==> src/rtl/mem_wb_pkg.sv <==
// mem_wb_pkg: shared occupancy encodings and default widths for the MEM->WB stage
package mem_wb_pkg;
  typedef enum logic [1:0] {EMPTY = 2'd0, ONE = 2'd1, FULL = 2'd2} occ_t;
  localparam int DATA_WIDTH = 64;
  localparam int REG_ADDR_WIDTH = 3;
endpackage

==> src/rtl/mem_wb_fwd_mux.sv <==
// mem_wb_fwd_mux: one forwarding port, highest-index enabled lane match wins
module mem_wb_fwd_mux #(
  parameter int DATA_WIDTH = mem_wb_pkg::DATA_WIDTH,
  parameter int REG_ADDR_WIDTH = mem_wb_pkg::REG_ADDR_WIDTH,
  parameter int NUM_LANES = 2
) (
  input  logic                                valid,
  input  logic [NUM_LANES-1:0]                en,
  input  logic [NUM_LANES*REG_ADDR_WIDTH-1:0] w_reg,
  input  logic [NUM_LANES*DATA_WIDTH-1:0]     dout,
  input  logic [REG_ADDR_WIDTH-1:0]           raddr,
  output logic                                hit,
  output logic [DATA_WIDTH-1:0]               data
);
  always_comb begin
    hit = 1'b0;
    data = '0;
    for (int l = 0; l < NUM_LANES; l++)
      if (valid && en[l] && w_reg[l*REG_ADDR_WIDTH +: REG_ADDR_WIDTH] == raddr) begin
        hit = 1'b1;
        data = dout[l*DATA_WIDTH +: DATA_WIDTH];
      end
  end
endmodule

==> src/rtl/mem_wb_pipe_reg.sv <==
// mem_wb_pipe_reg: MEM->WB skid-buffered stage register with flush, r0 squash and forwarding
module mem_wb_pipe_reg #(
  parameter int DATA_WIDTH = mem_wb_pkg::DATA_WIDTH,
  parameter int REG_ADDR_WIDTH = mem_wb_pkg::REG_ADDR_WIDTH,
  parameter int NUM_LANES = 2,
  parameter int NUM_FWD = 2,
  parameter bit ZERO_REG_SQUASH = 1'b1
) (
  input  logic                                clk,
  input  logic                                reset,
  input  logic                                flush,
  input  logic                                in_valid,
  output logic                                in_ready,
  input  logic [NUM_LANES-1:0]                in_w_reg_en,
  input  logic [NUM_LANES*DATA_WIDTH-1:0]     in_dout,
  input  logic [NUM_LANES*REG_ADDR_WIDTH-1:0] in_w_reg,
  output logic                                out_valid,
  input  logic                                out_ready,
  output logic [NUM_LANES-1:0]                out_w_reg_en,
  output logic [NUM_LANES*DATA_WIDTH-1:0]     out_dout,
  output logic [NUM_LANES*REG_ADDR_WIDTH-1:0] out_w_reg,
  input  logic [NUM_FWD*REG_ADDR_WIDTH-1:0]   fwd_raddr,
  output logic [NUM_FWD-1:0]                  fwd_hit,
  output logic [NUM_FWD*DATA_WIDTH-1:0]       fwd_data
);
  import mem_wb_pkg::*;
  occ_t state, state_nxt;
  logic skid_valid;
  logic [NUM_LANES-1:0] main_en, skid_en, cap_en;
  logic [NUM_LANES*DATA_WIDTH-1:0] main_dout, skid_dout;
  logic [NUM_LANES*REG_ADDR_WIDTH-1:0] main_w_reg, skid_w_reg;
  logic in_fire, out_fire, load_main_in, load_skid, load_main_skid;
  assign in_ready = ~reset & (state != FULL);
  assign out_valid = state != EMPTY;
  assign in_fire = in_valid & in_ready;
  assign out_fire = out_valid & out_ready;
  assign out_w_reg_en = out_valid ? main_en : '0;
  assign out_dout = main_dout;
  assign out_w_reg = main_w_reg;
  always_comb begin
    cap_en = in_w_reg_en;
    for (int l = 0; l < NUM_LANES; l++)
      if (ZERO_REG_SQUASH && in_w_reg[l*REG_ADDR_WIDTH +: REG_ADDR_WIDTH] == '0) cap_en[l] = 1'b0;
  end
  // an out-of-range state code recovers to EMPTY
  always_comb begin
    state_nxt = flush ? EMPTY :
                state == EMPTY ? (in_fire ? ONE : EMPTY) :
                state == ONE ? ((in_fire && !out_fire) ? FULL : (!in_fire && out_fire) ? EMPTY : ONE) :
                state == FULL ? (out_fire ? ONE : FULL) : EMPTY;
    load_main_in = !flush && in_fire && (state == EMPTY || (state == ONE && out_fire));
    load_skid = !flush && in_fire && state == ONE && !out_fire;
    load_main_skid = !flush && state == FULL && out_fire;
  end
  always_ff @(posedge clk or posedge reset) begin
    if (reset) begin
      state <= EMPTY;
      skid_valid <= 1'b0;
      main_en <= '0;
      main_dout <= '0;
      main_w_reg <= '0;
      skid_en <= '0;
      skid_dout <= '0;
      skid_w_reg <= '0;
    end else begin
      state <= state_nxt;
      skid_valid <= state_nxt == FULL;
      if (load_skid) begin
        skid_en <= cap_en;
        skid_dout <= in_dout;
        skid_w_reg <= in_w_reg;
      end
      if (load_main_in) begin
        main_en <= cap_en;
        main_dout <= in_dout;
        main_w_reg <= in_w_reg;
      end else if (load_main_skid && skid_valid) begin
        main_en <= skid_en;
        main_dout <= skid_dout;
        main_w_reg <= skid_w_reg;
      end
    end
  end
  for (genvar r = 0; r < NUM_FWD; r++) begin : g_fwd
    mem_wb_fwd_mux #(
      .DATA_WIDTH(DATA_WIDTH), .REG_ADDR_WIDTH(REG_ADDR_WIDTH), .NUM_LANES(NUM_LANES)
    ) u_fwd (
      .valid(out_valid), .en(out_w_reg_en), .w_reg(main_w_reg), .dout(main_dout),
      .raddr(fwd_raddr[r*REG_ADDR_WIDTH +: REG_ADDR_WIDTH]),
      .hit(fwd_hit[r]), .data(fwd_data[r*DATA_WIDTH +: DATA_WIDTH])
    );
  end
endmodule

==> config.mk <==
export PLATFORM = sky130hd
export DESIGN_NAME = mem_wb_pipe_reg
export DESIGN_NICKNAME = d
export VERILOG_FILES = /design/src/rtl/mem_wb_pkg.sv /design/src/rtl/mem_wb_fwd_mux.sv /design/src/rtl/mem_wb_pipe_reg.sv
export SDC_FILE = /design/constraint.sdc
export NUM_CORES = 1
export LEC_CHECK = 0
export CELL_PAD_IN_SITES_DETAIL_PLACEMENT = 1
export CELL_PAD_IN_SITES_GLOBAL_PLACEMENT = 2
export CORE_AREA = 5 5 187 325
export CTS_CLUSTER_SIZE = 12
export DETAILED_ROUTE_END_ITERATION = 12
export DIE_AREA = 0 0 192 330
export GPL_TIMING_DRIVEN = 0
export PLACE_DENSITY = 0.77
export SETUP_SLACK_MARGIN = 0.1
export SKIP_CTS_REPAIR_TIMING = 1
export SLEW_MARGIN = 20
export SYNTH_ARGS = -nofsm -noshare
export SYNTH_HDL_FRONTEND = slang
export SYNTH_SLANG_ARGS = --single-unit
==> constraint.sdc <==
create_clock -name clk -period 8.4 [get_ports clk]
set_input_delay 1.26 -clock clk [delete_from_list [all_inputs] [get_ports clk]]
set_output_delay 1.26 -clock clk [all_outputs]
set_load 0.02 [all_outputs]
After elaboration in Yosys (flattened, before gate mapping):

Index checks and enable logic that the tools add are counted.

* eq/ne operators: 8
* muxes and demuxes: 25
* bitwise logic cells: 4
* reduce and logical (&&, ||, !) cells: 25

Operator list (number)
* 2-to-1 mux 128 bit: 2
* 2-to-1 mux 64 bit: 4
* 2-to-1 mux 2 bit: 9
* logical AND 1 bit: 16
* equality test 3 bit: 4
* 2-to-1 mux 6 bit: 2
* 2-to-1 mux 1 bit: 8
* logical NOT 3 bit: 2
* equality test 2 bit (second input constant): 2
* nonzero test 2 bit: 2
* AND 1 bit: 3
* logical NOT 1 bit: 3
* equality test 2 x 1 -> 1 bit (second input constant): 1
* logical NOT 2 bit: 1
* inequality test 2 bit (second input constant): 1
* logical OR 1 bit: 1
* inverter 1 bit: 1

* register bits after elaboration: 275
* input port bits: 147
* output and inout bits: 268
* word-level logic and storage cells: 70

Longest topological paths before layout:

* depth in word-level cells: 11
* gate-level depth with buffers: 9
* depth with buffers taken out: 6

Hierarchy:

From an unflattened synthesis, not the netlist that was laid out.

* cell total of the unflattened synthesis: 1722
* area total of the unflattened synthesis: 16074.2 um^2

Modules (own cells, without submodules)
* mem_wb_pipe_reg: instances 1, cells an instance 1102, area an instance 12140.4 um^2, sequential area each 6881.6 um^2
* mem_wb_fwd_mux: instances 2, cells an instance 310, area an instance 1966.9 um^2, sequential area each 0.0 um^2

Worst setup path before layout:

No wires, ideal clock.

* path kind: input to output
* start: in fwd_raddr[3]
* end: out fwd_data[100]
* arrival time: 2499 ps
* data required time: 7140 ps
* slack: 4641 ps
* stages on the path: 5
* buffers on the path: 2
* cell sequence: xnor2_1 > clkbuf_1 > clkbuf_1 > nand4_1 > mux2i_1

* longest elaborated chain between the ends: 4
* elaborated cells on any way between the ends: 6

Ends and longest elaborated chain
* start, declared: RTL line mem_wb_pipe_reg.sv:22 `input logic [NUM_FWD*REG_ADDR_WIDTH-1:0] fwd_raddr,`
* equality test 3 bit: RTL line mem_wb_fwd_mux.sv:19 `if (valid && en[l] && w_reg[l*REG_ADDR_WIDTH +: REG_ADDR_WIDTH] == raddr) begin`
* logical AND 1 bit: RTL line mem_wb_fwd_mux.sv:19
* 2-to-1 mux 64 bit: RTL line mem_wb_fwd_mux.sv:19
* 2-to-1 mux 64 bit (*): RTL line mem_wb_fwd_mux.sv:19
* end, declared: RTL line mem_wb_pipe_reg.sv:24 `output logic [NUM_FWD*DATA_WIDTH-1:0] fwd_data`

Mark *: on every way between the ends. The rest lies on a longest branch, timed or not.

Worst setup path after layout:

* start: in fwd_raddr[1]
* end: out fwd_data[6]

The elaborated chain is that of the path after synthesis.

==> out/qor.csv <==
metric,value,unit
synth_nets,1735,
rr_worst_depth,6,
r2r_setup_slack,5.45,ns
r2r-end,out_dout[22]$_DFFE_PP0P_,
nFillCells,6574,
clk_latency,0.59,ns
cts_tree,done,
cp_max_fo,10,
hold_viol_final,0,
yosysUniqueCellTypes,37,
dr_total_vias,15765,
peakVddDrop,121,µV
min_period,6.01,ns
place_congestion,0.844,
min_to,skid_dout[88]$_DFFE_PP0P_,
syn_area,15400,µm²
switchingPower,1660,µW
wl_per_cell,28.5,µm
drt-initial-drc-count,836,
yosys-top-cells-area,"dfrtp_1, mux2i_1, mux2_2",
tightest_slew,1.12,ns
synth_most_common_cell,dfrtp_1,
finalMaxSlewViolations,0,
antenna_found_initial,25,
port_buffers,414,
fmax,0.166,GHz
root_buffer,clkbuf_16,
pwr-share-comb,30.9,%
setup_viol_count_final,0,
grt_pass1_wl,118,mm
max_cap_violations,0,
grt-ovfl-total,0,
cts_buffers,30,
ys_warn_count,0,
dp_slack,2.37,ns
crit_buf_inv,4,
slowest_stage,clkbuf_1,
dr.pass1.iters,5,
synthCells,1587,
dp_hpwl,61.7,mm
skew,0.0154,ns
p_leak,0.00996,µW
cts_buffer_depth,3,
yosysTopAreaCell,dfrtp_1,
cts_htree_levels,1,
synth-edff-count,0,
wl,81.3,mm
crit_required,7.14,ns
syn_to_final_growth,41.1,%
hold_path_class,reg -> reg,
drc,0,
grt_start_max_net_pins,33,
powerDensity,211,nW/µm²
ys_seq_area_share,44.6,%
synthArstFlopShare,100,%
intPower,2940,µW
cpPeakStageDelay,0.87,ns
netlist.area_leader.share,44.6,%
coreArea,57800,µm²
die-area,63400,µm²
slew_headroom,25.6,%
grt_pass1_vias,17507,
ys_ff_latch,275,
cp-end-kind,primary output,
hold_start,skid_dout[88]$_DFFE_PP0P_,
cp.arrival,4.75,ns
routed_via_density,5.53,
clkSinkCount,275,
cpLargestDelayFamily,buffers and inverters,
crit_path_start_kind,primary input,
p_clk_share,30.0,%
io_pins,415,
cts.clk_slew.worst_paths,0.06,ns
die_h,330,µm
r2r-start,state[1]$_DFF_PP0_,
rows,117,
ant_nets,0,
crit_chain,clkdlybuf4s50_1 -> xnor2_1 -> clkbuf_1 -> clkbuf_1 -> nand4_1 -> mux2i_1 -> clkdlybuf4s50_1,
setup_ws,2.39,ns
drive_gt1_share,9.75,%
power_switching_share,36.1,%
crit_type,in -> out,
syn_area_per_cell,9.72,µm²
p_seq_share,39.1,%
synthTopCellsByCount,"dfrtp_1, o21ai_0, a31oi_1, nand3_1, clkbuf_1",
initial_core_util,26.7,%
hold_depth,1,
grtUsageTotal,24.8,%
fp.dieW,192,µm
final.period_utilization,71.6,%
rsz0062_at_grt,no,
synth_ff_type,dfrtp_1,
tns,0,ns
outcome,finished clean,
nets,2190,
==> worst reg2reg max path, stage by stage, from the launching register on <==
cell	delay [ns]
dfrtp_1	0.34
buf_2	0.35
nand4b_1	0.74
clkbuf_1	0.60
clkbuf_1	0.39
o21ai_0	0.25
a31oi_1	0.12
==> power by group through the flow <==
stage	Clock [µW]	Combinational [µW]	Sequential [µW]
after floorplan	0	567	1880
after global placement	0	1380	1800
after detailed placement	0	1430	1820
after CTS	1410	1430	1790
after global routing	1450	1510	1820
final	1380	1420	1800
==> area by class of cell <==
type	instances	area [µm²]	share of cell area (%)
Antenna cell	18	45.0	0.207
Timing Repair Buffer	423	4320	19.9
Inverter	67	255	1.17
Sequential cell	275	6880	31.6
Tap cell	773	967	4.44
Clock inverter	7	91.3	0.420
Buffer	198	811	3.73
Clock buffer	45	898	4.13
Multi-Input combinational cell	1047	7490	34.4
==> layer usage <==
metal  share of wire (%)  track usage (%)
met3                 5.4             4.61
met5                0.12                0
met2                  53             45.6
met4                 3.9             10.4
met1                  37             27.7
==> worst max path at each step <==
stage               depth (start not counted)          from                       end  slack, ns
global placement                            2         reset  out_dout[25]$_DFFE_PP0P_       1.02
detailed placement                          7  fwd_raddr[1]              fwd_data[24]       2.37
floorplan                                   1         reset    main_en[0]$_DFFE_PP0P_       3.50
global route                                7  fwd_raddr[2]              fwd_data[24]       2.29
finish                                      7  fwd_raddr[1]               fwd_data[6]       2.39
CTS                                         7  fwd_raddr[1]              fwd_data[24]       2.36
==> cells in the final DEF (no fill, tap or decap), types with 9 or more instances in the layout <==
| cell type | instances |
|---|---|
| nor3_1 | 134 |
| inv_1 | 66 |
| o21ai_0 | 140 |
| dfrtp_1 | 275 |
| nand3_1 | 136 |
| mux2_1 | 38 |
| buf_2 | 38 |
| mux2_2 | 96 |
| nand4_1 | 132 |
| buf_1 | 21 |
| mux2i_1 | 128 |
| clkdlybuf4s50_1 | 414 |
| a31oi_1 | 136 |
| clkbuf_1 | 138 |
| buf_12 | 9 |
| clkbuf_16 | 31 |
| xnor2_1 | 12 |
| diode_2 | 18 |
| o211a_1 | 64 |
==> logic make-up (layout without fill, tap and decap cells) <==
kind of cell,Yosys count,after routing,share of synthesized area (%)
AOI/OAI and AO/OA,347,347,14.5
xor gates and xnor gates,12,12,0.681
adders and majority gates,1,1,0.0811
buffers and inverters,265,740,6.85
DFF,275,275,44.6
muxes,262,262,18.1
other,0,18,0
and+or+nand+nor,425,425,15.1
==> through the flow <==
stage	hold WS, ns	instances	total power [µW]	cell area, µm²	util (%)
4_1_cts	0.496	2835	4630	21700	37.6
6_report	0.490	2853	4600	21800	37.6
5_1_grt	0.511	2851	4780	21800	37.6
3_3_place_gp	0.473	2774	3180	20500	35.5
3_5_place_dp	0.481	2783	3240	20700	35.8
2_1_floorplan	0.464	1587	2440	15400	-
Power figures use the tool's default switching activity.
